--- src/rtl/ila_capture_ctrl_pkg.sv ---
// ila_capture_ctrl_pkg: default widths and FSM state encoding for the ILA capture sequencer
package ila_capture_ctrl_pkg;
  localparam int DEF_DATA_WIDTH = 8;
  localparam int DEF_ADDR_WIDTH = 4;
  localparam int DEF_HOLDOFF_WIDTH = 4;
  typedef enum logic [2:0] {
    IDLE    = 3'd0,
    FILL    = 3'd1,
    PRIMED  = 3'd2,
    HOLDOFF = 3'd3,
    READ    = 3'd4
  } state_t;
endpackage

--- src/rtl/ila_capture_ctrl_trig_match.sv ---
// ila_capture_ctrl_trig_match: masked value compare with optional rising-edge qualification
module ila_capture_ctrl_trig_match
  import ila_capture_ctrl_pkg::*;
#(
  parameter int DATA_WIDTH = DEF_DATA_WIDTH
) (
  input  logic                  clk,
  input  logic                  rst_n,
  input  logic                  en,
  input  logic                  track,
  input  logic                  edge_mode,
  input  logic                  force_trig,
  input  logic [DATA_WIDTH-1:0] mask,
  input  logic [DATA_WIDTH-1:0] value,
  input  logic [DATA_WIDTH-1:0] data,
  output logic                  hit
);
  logic match, match_prev;
  assign match = ((data ^ value) & mask) == '0;
  assign hit = en & ((edge_mode ? match & ~match_prev : match) | force_trig);
  // match of the previously written sample, so data held across PRIMED entry is not a rise
  always_ff @(posedge clk or negedge rst_n)
    if (!rst_n) match_prev <= 1'b0;
    else match_prev <= track & match;
endmodule

--- src/rtl/ila_capture_ctrl.sv ---
// ila_capture_ctrl: ILA capture sequencer - arm, circular fill, trigger, holdoff, oldest-first readout
module ila_capture_ctrl
  import ila_capture_ctrl_pkg::*;
#(
  parameter int DATA_WIDTH = DEF_DATA_WIDTH,
  parameter int ADDR_WIDTH = DEF_ADDR_WIDTH,
  parameter int HOLDOFF_WIDTH = DEF_HOLDOFF_WIDTH
) (
  input  logic                     clk,
  input  logic                     rst_n,
  input  logic                     i_arm,
  input  logic                     i_abort,
  input  logic                     i_force_trig,
  input  logic                     i_trig_edge,
  input  logic [DATA_WIDTH-1:0]    i_trig_mask,
  input  logic [DATA_WIDTH-1:0]    i_trig_value,
  input  logic [HOLDOFF_WIDTH-1:0] i_holdoff,
  input  logic [DATA_WIDTH-1:0]    i_data,
  output logic                     o_we,
  output logic [ADDR_WIDTH-1:0]    o_waddr,
  output logic [ADDR_WIDTH-1:0]    o_raddr,
  input  logic [DATA_WIDTH-1:0]    i_rdata,
  output logic                     o_valid,
  input  logic                     i_ready,
  output logic [DATA_WIDTH-1:0]    o_data,
  output logic                     o_last,
  output logic                     o_primed,
  output logic                     o_stopped,
  output logic [ADDR_WIDTH-1:0]    o_trig_addr,
  output logic                     o_done
);
  localparam logic [ADDR_WIDTH-1:0] ADDR_ONE = {{(ADDR_WIDTH-1){1'b0}}, 1'b1};
  localparam logic [HOLDOFF_WIDTH-1:0] HOLD_ONE = {{(HOLDOFF_WIDTH-1){1'b0}}, 1'b1};
  state_t state;
  logic [ADDR_WIDTH-1:0] fill_cnt, rd_cnt, waddr_next;
  logic [HOLDOFF_WIDTH-1:0] cnt;
  logic hit, fetch, last_write;
  assign waddr_next = o_waddr + ADDR_ONE;
  assign last_write = (state == PRIMED && hit && i_holdoff == '0) || (state == HOLDOFF && cnt == HOLD_ONE);
  ila_capture_ctrl_trig_match #(.DATA_WIDTH(DATA_WIDTH)) u_trig (
    .clk        (clk),
    .rst_n      (rst_n),
    .en         (state == PRIMED),
    .track      (state == FILL || state == PRIMED),
    .edge_mode  (i_trig_edge),
    .force_trig (i_force_trig),
    .mask       (i_trig_mask),
    .value      (i_trig_value),
    .data       (i_data),
    .hit        (hit)
  );
  // capture sequencer: pointers, holdoff count and readout register; fetch marks i_rdata valid for the pending address
  always_ff @(posedge clk or negedge rst_n)
    if (!rst_n) begin
      state <= IDLE;
      o_we <= 1'b0;
      o_waddr <= '0;
      o_raddr <= '0;
      o_valid <= 1'b0;
      o_data <= '0;
      o_last <= 1'b0;
      o_primed <= 1'b0;
      o_stopped <= 1'b0;
      o_trig_addr <= '0;
      o_done <= 1'b0;
      fill_cnt <= '0;
      rd_cnt <= '0;
      cnt <= '0;
      fetch <= 1'b0;
    end else begin
      o_done <= 1'b0;
      if (i_abort) begin
        state <= IDLE;
        o_we <= 1'b0;
        o_valid <= 1'b0;
        o_last <= 1'b0;
        fetch <= 1'b0;
      end else begin
        case (state)
          IDLE: if (i_arm) begin
            state <= FILL;
            o_we <= 1'b1;
            o_waddr <= '0;
            fill_cnt <= '0;
            o_primed <= 1'b0;
            o_stopped <= 1'b0;
          end
          FILL: begin
            o_waddr <= waddr_next;
            fill_cnt <= fill_cnt + ADDR_ONE;
            if (fill_cnt == '1) begin
              state <= PRIMED;
              o_primed <= 1'b1;
            end
          end
          PRIMED: begin
            o_waddr <= waddr_next;
            if (hit) begin
              state <= HOLDOFF;
              o_trig_addr <= o_waddr;
              cnt <= i_holdoff;
            end
          end
          HOLDOFF: begin
            o_waddr <= waddr_next;
            cnt <= cnt - HOLD_ONE;
          end
          READ: if (fetch) begin
            o_data <= i_rdata;
            o_valid <= 1'b1;
            o_last <= rd_cnt == '1;
            rd_cnt <= rd_cnt + ADDR_ONE;
            o_raddr <= o_raddr + ADDR_ONE;
            fetch <= 1'b0;
          end else if (!o_valid) fetch <= 1'b1;
          else if (i_ready) begin
            o_valid <= 1'b0;
            o_last <= 1'b0;
            fetch <= ~o_last;
            if (o_last) begin
              state <= IDLE;
              o_done <= 1'b1;
              o_primed <= 1'b0;
              o_stopped <= 1'b0;
            end
          end
          default: state <= IDLE;
        endcase
        // final write of the capture (overrides HOLDOFF entry when holdoff is zero): freeze and point at oldest sample
        if (last_write) begin
          state <= READ;
          o_we <= 1'b0;
          o_stopped <= 1'b1;
          o_raddr <= waddr_next;
          rd_cnt <= '0;
          fetch <= 1'b0;
        end
      end
    end
endmodule

--- config.mk ---
export PLATFORM = sky130hd
export DESIGN_NAME = ila_capture_ctrl
export DESIGN_NICKNAME = d
export VERILOG_FILES = /design/src/rtl/ila_capture_ctrl_pkg.sv /design/src/rtl/ila_capture_ctrl_trig_match.sv /design/src/rtl/ila_capture_ctrl.sv
export SDC_FILE = /design/constraint.sdc
export NUM_CORES = 1
export LEC_CHECK = 0
export CORE_MARGIN = 2
export CORE_UTILIZATION = 51
export DETAILED_ROUTE_END_ITERATION = 8
export PLACE_DENSITY = 0.86
export SLEW_MARGIN = 25
export SYNTH_ARGS = -nofsm -noshare
export SYNTH_HDL_FRONTEND = slang
export SYNTH_SLANG_ARGS = --single-unit
export TNS_END_PERCENT = 30
--- constraint.sdc ---
create_clock -name clk -period 5.3 [get_ports clk]
set_clock_uncertainty 0.2 [all_clocks]
set_input_delay 0.795 -clock clk [delete_from_list [all_inputs] [get_ports clk]]
set_output_delay 0.795 -clock clk [all_outputs]
set_load 0.01 [all_outputs]
==> results of run 1 <==
## layer usage
layer / part of all wire, % / vias up / wire length [um]
li1: - / 964 / -
met1: 43 / 1013 / 2380
met2: 52 / 58 / 2860
met3: 3.9 / 11 / 214
met4: 1.7 / 0 / 94
met5: 0 / - / 0
## worst max-delay path: stages
cell and delay (ns):
clkdlybuf4s50_1 0.81, nor2_1 0.44, nand3_1 0.14, o21ai_2 0.37, or2_1 0.24, o221a_2 0.21
## flip-flops by register name, summed over array words and instances (netlist names), 3 cells and up
register / count
o_waddr: 4
rd_cnt: 4
o_raddr: 4
cnt: 4
fill_cnt: 4
state: 3
o_trig_addr: 4
o_data: 8
## power groups by stage
stage,Sequential [mW],Combinational [mW],Clock [mW]
floorplan,0.396,0.0658,0
global placement,0.395,0.152,0
detailed placement,0.396,0.158,0
CTS,0.391,0.160,0.267
global route,0.396,0.174,0.276
finish,0.391,0.159,0.265
## final cells by class
cell class                 instances  area, um^2
fill                             335        1220
clock inverter                     2        35.0
timing repair buffer              68         678
inverter                          14        52.6
sequential                        43        1080
clock buffer                       6        82.6
multi-input combinational        160        1150
tap                               52        65.1
## cell families (layout without fill, tap and decap cells)
kind of cell	Yosys count	count (layout)	synth area share [%]
DFF	43	43	46.5
buffers and inverters	22	90	3.95
and+or+nand+nor	66	66	16.3
muxes	13	13	6.27
AOI/OAI and AO/OA	62	62	18.8
xor gates and xnor gates	13	13	4.92
adders and majority gates	6	6	3.24
## cell usage after synthesis (4+ instances only)
cell       n  area, um^2
a21oi_1   11        55.1
a22oi_1    4        30.0
a31oi_1    5        31.3
nand4_1    4        25.0
a211oi_1   6        45.0
dfrtp_1   43        1080
buf_2      4        20.0
o21ai_0   16        80.1
nand3_1   12        60.1
nand2_1   16        60.1
nor3_1    11        55.1
nor2_1     6        22.5
ha_1       6        75.1
xor2_1    11        96.3
inv_1     13        48.8
mux2_2    12         135
## through the flow
step / area [um^2] / power [mW] / instances / utilization, % / setup WS (ns)
after CTS: 3130 / 0.817 / 345 / 72.0 / 2.37
after global placement: 3020 / 0.547 / 337 / 69.3 / 2.18
after detailed placement: 3020 / 0.555 / 337 / 69.3 / 2.07
final: 3140 / 0.814 / 345 / 72.0 / 2.34
after floorplan: 2310 / 0.462 / 225 / - / 2.93
after global routing: 3140 / 0.846 / 345 / 72.0 / 2.11
## worst min-delay path by stage
stage	slack, ns	end	depth (start not counted)	start
after global routing	0.33	o_data[7]	1	o_data[7]
after CTS	0.31	o_stopped	2	o_stopped
after floorplan	0.28	fill_cnt[0]	1	fill_cnt[0]
after detailed placement	0.29	o_stopped	2	o_stopped
final	0.28	o_data[6]	1	rst_n
after global placement	0.26	o_stopped	2	o_stopped
==> impl_metrics.ini, run 1 <==
[timing]
tns_ns = 0
fmax_ghz = 0.338
final_max_slew_viol_count = 0
min_period_ns = 2.96
hold_viol = 0
relSlewSlack_pct = 47.3
setup_viol = 0
post-route-period-util_pct = 55.8
whs_ns = 0.276
worst_pin_slew_ns = 0.788
rsz0062_at_grt = no

[pwr]
vdd_drop_max_mv = 0.195
powerDensity_nw_per_um2 = 260
seqPwrFrac_pct = 48.0
power.internal_uw = 600
p_clk_share_pct = 32.5
power_switching_share_pct = 26.3
power_switching_uw = 214
p_comb_share_pct = 19.5
p_leak_nw = 1.32

[hold_path]
hold_class = in -> async

[worst_setup_path]
critPathLaunch = i_abort
end_kind = flip-flop
regToRegStartpoint = state[0]
endpoint = cnt[2]
critPathMaxFanout = 21
rr_endpoint = o_raddr[2]
crit_type = in -> reg
startpoint_type = input pin
worstRegToRegCells = 5
required_ns = 5.34
r2r_setup_slack_ns = 2.42
worst-endpoint-arrival_ns = 3.00

[floorplan]
start_util_pct = 53.2
die_y_um = 71.4
die_area_um2 = 5090
die_w_um = 71.4
core.rowCount = 24
core_area_um2 = 4350
io_pins = 69

[route]
ant_nets = 0
wl_per_cell_um = 16.1
totalWireLength_um = 5550
drc = 0
dr.pass1.iters = 4
vias_per_cell = 5.93
vias = 2046
drt-initial-drc-count = 147

[synthesis]
synth_seq_area_share_pct = 46.5
async_flop_share_pct = 100
ys_seq_elements = 43
avgSynthCellArea_um2 = 10.3
synth_ff_type = dfrtp_1
yosys_warnings = 0
synth_edf_count = 0
synthCells = 225
syn_area_um2 = 2310
ys_types = 51
synth_nets = 274

[placed_design]
gp_congestion = 0.754
hpwl_um = 4040
port_buffers = 68

[cells_and_area]
final_nets = 341
area_growth_pct = 35.5
num_antenna_cells = 0
layout-drive-gt1-share_pct = 11.9
final_cell_mix = clkdlybuf4s50_1 (67), dfrtp_1 (43), nand2_1 (16), o21ai_0 (16), inv_1 (13)
final_common_cell = clkdlybuf4s50_1

[cts]
hold_buffers = 0
h-tree-depth = 2
postCtsSetupRepairBufs = 0
cts_tree = built
cts-resized-gates = 0
cts_root_buf = clkbuf_8
clock-sinks = 43
numCtsBuffers = 5
clock_latency_ns = 0.30
clk_path_buf_depth = 2
clkTransAtPathRegs_ns = 0.08

[status]
status = completed

[grt]
antenna_found_initial = 0
met1_usage_pct = 31.4
busiest_layer = met2
grt-ovfl-total = 0
grt_pass1_vias = 2078
grt_use_total_pct = 23.2
grt_max_degree = 44
grt_util_met3_pct = 3.38
gr-usage-met2_pct = 38.6
grt_pass1_wl_um = 9490

[run]
max_cap_violations = 0
(Power assumes the default switching activity.)
==> inputs of run 2 (changes only) <==
--- a/config.mk
+++ b/config.mk
@@ -6,9 +6,9 @@
 export NUM_CORES = 1
 export LEC_CHECK = 0
 export CORE_MARGIN = 2
-export CORE_UTILIZATION = 51
+export CORE_UTILIZATION = 47
 export DETAILED_ROUTE_END_ITERATION = 8
-export PLACE_DENSITY = 0.86
+export PLACE_DENSITY = 0.8
 export SLEW_MARGIN = 25
 export SYNTH_ARGS = -nofsm -noshare
 export SYNTH_HDL_FRONTEND = slang
==> constraint.sdc (replaced) <==
create_clock -name clk -period 2.8 [get_ports clk]
set_clock_uncertainty 0.2 [all_clocks]
set_input_delay 0.42 -clock clk [delete_from_list [all_inputs] [get_ports clk]]
set_output_delay 0.42 -clock clk [all_outputs]
set_load 0.01 [all_outputs]
==> impl_metrics.ini, run 2 (synthesized netlist as in run 1, its figures left out) <==
[worst_setup_path]
required_ns = 2.77
r2r_setup_slack_ns = 0.57
slowest_stage = clkdlybuf4s50_1
worstRegToRegCells = 5
startpoint_type = input pin
end_kind = flip-flop
cp_cell_sequence = clkdlybuf4s50_1, xor2_1, a22oi_1, nand4_1, o21ai_2, mux2_2
max_stage_delay_ns = 0.41
worst-endpoint-arrival_ns = 2.21
rr_endpoint = o_raddr[1]
crit_type = in -> reg
regToRegStartpoint = state[1]
critPathMaxFanout = 9

[floorplan]
die_y_um = 74.2
die_w_um = 74.2
start_util_pct = 49.0
core_area_um2 = 4720
io_pins = 69
die_area_um2 = 5500
core.rowCount = 25

[cells_and_area]
area_growth_pct = 36.8
finalNonFillerCells = 365
top_register = o_data
final_nets = 348
final_common_cell = clkdlybuf4s50_1
num_antenna_cells = 0
final_cell_mix = clkdlybuf4s50_1 (67), dfrtp_1 (43), nand2_1 (16), o21ai_0 (16), inv_1 (13)
largest_reg_flops = 8
layout-drive-gt1-share_pct = 12.8

[timing]
min_period_ns = 2.24
relSlewSlack_pct = 63.9
tns_ns = 0
fmax_ghz = 0.446
final_max_slew_viol_count = 0
post-route-period-util_pct = 80.0
rsz0062_at_grt = no
hold_viol = 0
worst_pin_slew_ns = 0.541
setup_viol = 0

[grt]
grt-ovfl-total = 0
grt_max_degree = 44
grt_pass1_vias = 1942
grt_pass1_wl_um = 8880
grt_use_total_pct = 20.6
antenna_found_initial = 0

[cts]
cts_root_buf = clkbuf_8
clk_path_buf_depth = 2
numCtsBuffers = 5
clock-sinks = 43
cts_tree = built
clkTransAtPathRegs_ns = 0.08
clock_latency_ns = 0.29
h-tree-depth = 2
cts-resized-gates = 0

[route]
drc = 0
vias = 1989
totalWireLength_um = 5320
dr.pass1.iters = 4
wl_per_cell_um = 14.6
drt-initial-drc-count = 111
vias_per_cell = 5.45
ant_nets = 0

[hold_path]
min_from = o_stopped
hold_depth = 2
hold_class = reg -> reg
hold_path_end = o_stopped

[placed_design]
gp_congestion = 0.857
port_buffers = 68
hpwl_um = 3950
dp_cells = 358

[pwr]
powerDensity_nw_per_um2 = 445
vdd_drop_max_mv = 0.389
p_leak_nw = 1.33

[status]
status = completed

[run]
max_cap_violations = 0
## run 2: changes by cell type in the layout (fill, tap and decap cells not counted)
cell	change
clkbuf_1	+1
clkbuf_8	-1
dlygate4sd3_1	+1
buf_4	+6
bufinv_16	-1
clkinv_2	-1
## run 2: how the worst max path moves through the flow
stage | startpoint | end | slack (ns) | depth (start not counted)
after floorplan | i_holdoff[1] | o_raddr[1] | 0.80 | 5
after global placement | i_holdoff[1] | o_raddr[1] | 0.27 | 6
after detailed placement | i_trig_value[3] | cnt[0] | 0.25 | 7
after CTS | i_trig_value[3] | o_trig_addr[0] | 0.55 | 6
after global routing | i_trig_value[3] | cnt[0] | 0.41 | 7
final | i_trig_value[3] | o_trig_addr[0] | 0.56 | 6
## run 2: report_power, final
part / leakage (nW) / internal (mW) / switching (mW)
logic: 0.728 / 0.177 / 0.127
clock network: 0.0371 / 0.167 / 0.201
registers: 0.567 / 0.675 / 0.0609
## run 2: area by class of cell
cell class | count | area (um^2)
inverter | 14 | 52.6
sequential | 43 | 1080
timing repair buffer | 75 | 733
fill | 370 | 1560
tap | 67 | 83.8
multi-input combinational | 160 | 1150
clock buffer | 6 | 72.6
## run 2: repair_timing
| item | in CTS | in global routing |
|---|---|---|
| hold endpoints to repair | 0 | 43 |
| buffers inserted | 0 | 0 |
| hold buffers | 0 | 1 |
## run 2: routing by layer
metal | wire length [um] | global-route usage [%] | vias to the layer above
met5 | 0 | 0 | -
met4 | 37 | 4.65 | 0
met3 | 155 | 3.66 | 4
met2 | 2610 | 33.8 | 36
met1 | 2520 | 28.6 | 974
li1 | - | - | 975
## run 2: per-stage QoR
| step | instance area (um^2) | hold slack, ns | setup slack [ns] | total power, mW | utilization [%] |
|---|---|---|---|---|---|
| 2_1_floorplan | 2310 | -0.0756 | 0.804 | 0.874 | - |
| 3_3_place_gp | 3080 | 0.277 | 0.272 | 1.04 | 65.2 |
| 3_5_place_dp | 3080 | 0.285 | 0.248 | 1.05 | 65.2 |
| 4_1_cts | 3150 | 0.105 | 0.554 | 1.41 | 66.8 |
| 5_1_grt | 3170 | 0.317 | 0.410 | 1.49 | 67.0 |
| 6_report | 3170 | 0.298 | 0.559 | 1.41 | 67.0 |
## run 2: critical path, delay by kind of cell
family	cells	cell delay [ns]
AOI/OAI and AO/OA	2	0.61
xor gates and xnor gates	1	0.16
buffers and inverters	1	0.41
and+or+nand+nor	1	0.22
muxes	1	0.38
==> inputs of run 3 (changes only) <==
--- a/config.mk
+++ b/config.mk
@@ -6,9 +6,9 @@
 export NUM_CORES = 1
 export LEC_CHECK = 0
 export CORE_MARGIN = 2
-export CORE_UTILIZATION = 47
+export CORE_UTILIZATION = 43
 export DETAILED_ROUTE_END_ITERATION = 8
-export PLACE_DENSITY = 0.8
+export PLACE_DENSITY = 0.77
 export SLEW_MARGIN = 25
 export SYNTH_ARGS = -nofsm -noshare
 export SYNTH_HDL_FRONTEND = slang
==> constraint.sdc (replaced) <==
create_clock -name clk -period 1.9 [get_ports clk]
set_clock_uncertainty 0.2 [all_clocks]
set_input_delay 0.285 -clock clk [delete_from_list [all_inputs] [get_ports clk]]
set_output_delay 0.285 -clock clk [all_outputs]
set_load 0.01 [all_outputs]
==> impl_metrics.ini, run 3 (synthesized netlist as in run 1, its figures left out) <==
[worst_setup_path]
crit_type = in -> reg
slowest_stage = or4_4
critPathMaxFanout = 6
end_kind = flip-flop
worstRegToRegCells = 7
worst-endpoint-arrival_ns = 1.89
cp_cell_sequence = dlygate4sd2_1, or4_4, nor2_8, nand4b_4, a21o_1, o221a_1
path_delay_family = simple AND/OR/NAND/NOR gates
crit_buf_inv = 1
crit_cells = 6
max_stage_delay_ns = 0.52
required_ns = 1.87
startpoint_type = input pin

[placed_design]
gp_congestion = 0.858
port_buffers = 68
hpwl_um = 4340
pre_cts_ws_ns = -0.487
dp_cells = 386

[timing]
rsz0062_at_grt = yes
setup_viol = 1
min_period_ns = 1.91
setup_slack_ns = -0.0107
post-route-period-util_pct = 101
worst_pin_slew_ns = 0.465
hold_viol = 0
relSlewSlack_pct = 68.7
final_max_slew_viol_count = 0
fmax_ghz = 0.523
whs_ns = 0.145
tns_ns = -0.0107

[pwr]
vdd_drop_max_mv = 0.502
total_power_mw = 2.11
powerDensity_nw_per_um2 = 607
p_leak_nw = 1.55

[floorplan]
core.rowCount = 26
io_pins = 69
die_y_um = 77.4
die_w_um = 77.4
core_area_um2 = 5140
die_area_um2 = 5990
start_util_pct = 45.0

[grt]
grt_pass1_vias = 2039
antenna_found_initial = 0
grt_use_total_pct = 20.0
grt-ovfl-total = 0
grt_max_degree = 44
grt_pass1_wl_um = 9580

[run]
max_cap_violations = 0

[cells_and_area]
n_fill_cell = 424
regArea_um2 = 1080
multiInputGateArea_um2 = 1220
final_nets = 377
largest_reg_flops = 8
finalNonFillerCells = 399
top_register = o_data
layout-drive-gt1-share_pct = 26.4
area_growth_pct = 50.3
num_antenna_cells = 0
final_cell_mix = dfrtp_1 (41), clkdlybuf4s50_1 (39), buf_4 (32)
final_common_cell = dfrtp_1

[cts]
clkTransAtPathRegs_ns = 0.08
cts_tree = built
cts_root_buf = clkbuf_8
clock_latency_ns = 0.29
numCtsBuffers = 5
clk_path_buf_depth = 2
clock-sinks = 43
h-tree-depth = 2

[route]
ant_nets = 0
dr.pass1.iters = 4
totalWireLength_um = 6080
vias_per_cell = 5.38
drt-initial-drc-count = 76
wl_per_cell_um = 15.2
drc = 0
vias = 2147

[status]
violations = setup timing
status = finished with violations

[hold_path]
hold_depth = 3
hold_class = in -> reg
-- run 3: layer usage --
layer  track usage (%)  part of all wire (%)  routed length, um  up-vias
met2              32.6                    52               3150       47
li1                  -                     -                  -     1042
met5                 0                     0                  0        -
met4              5.00                  0.95                 58        0
met3              4.07                   3.6                219        7
met1              27.3                    44               2660     1051
-- run 3: worst min-delay path, cell delays in order --
cell	delay, ns
clkdlybuf4s15_1	0.19
a21oi_1	0.06
o21ai_0	0.06
-- run 3: power by group --
part | switching, mW | total (mW) | internal, mW | leakage [nW]
Combinational | 0.205 | 0.471 | 0.266 | 0.942
Sequential | 0.0921 | 1.09 | 0.995 | 0.564
Clock | 0.296 | 0.555 | 0.258 | 0.0422
Total | 0.593 | 2.11 | 1.52 | 1.55
-- run 3: layout make-up --
type / count / share of cell area, %
Multi-Input combinational cell: 160 / 35.1
Timing Repair Buffer: 104 / 27.5
Clock inverter: 1 / 0.144
Clock buffer: 7 / 2.19
Inverter: 14 / 1.51
Tap cell: 70 / 2.52
Sequential cell: 43 / 31.0
-- run 3: timing repair --
action / CTS / global route
pin swaps: 14 / 16
endpoints found under the setup margin: 19 / 27
gates resized for setup: 27 / 40
buffers inserted: 1 / 4
hold buffers: 1 / 0
hold endpoints to repair: 43 / 0
-- run 3: per-stage QoR --
| step | util, % | instance area [um^2] |
|---|---|---|
| final | 67.7 | 3480 |
| after global routing | 67.7 | 3480 |
| after global placement | 64.1 | 3300 |
| after detailed placement | 64.1 | 3300 |
| after CTS | 65.6 | 3370 |
| after floorplan | - | 2310 |
-- run 3: final timing paths --
| path | from | endpoint | slack, ns |
|---|---|---|---|
| setup / recovery | i_holdoff[1] | o_raddr[1] | -0.01 |
| hold / removal | i_holdoff[3] | cnt[3] | 0.14 |
| setup reg to reg | state[2] | o_raddr[1] | 0 |
| hold reg to reg | o_stopped | o_stopped | 0.31 |
| max in group asynchronous | rst_n | state[0] | 0.98 |
| min in group asynchronous | rst_n | o_data[3] | 0.30 |
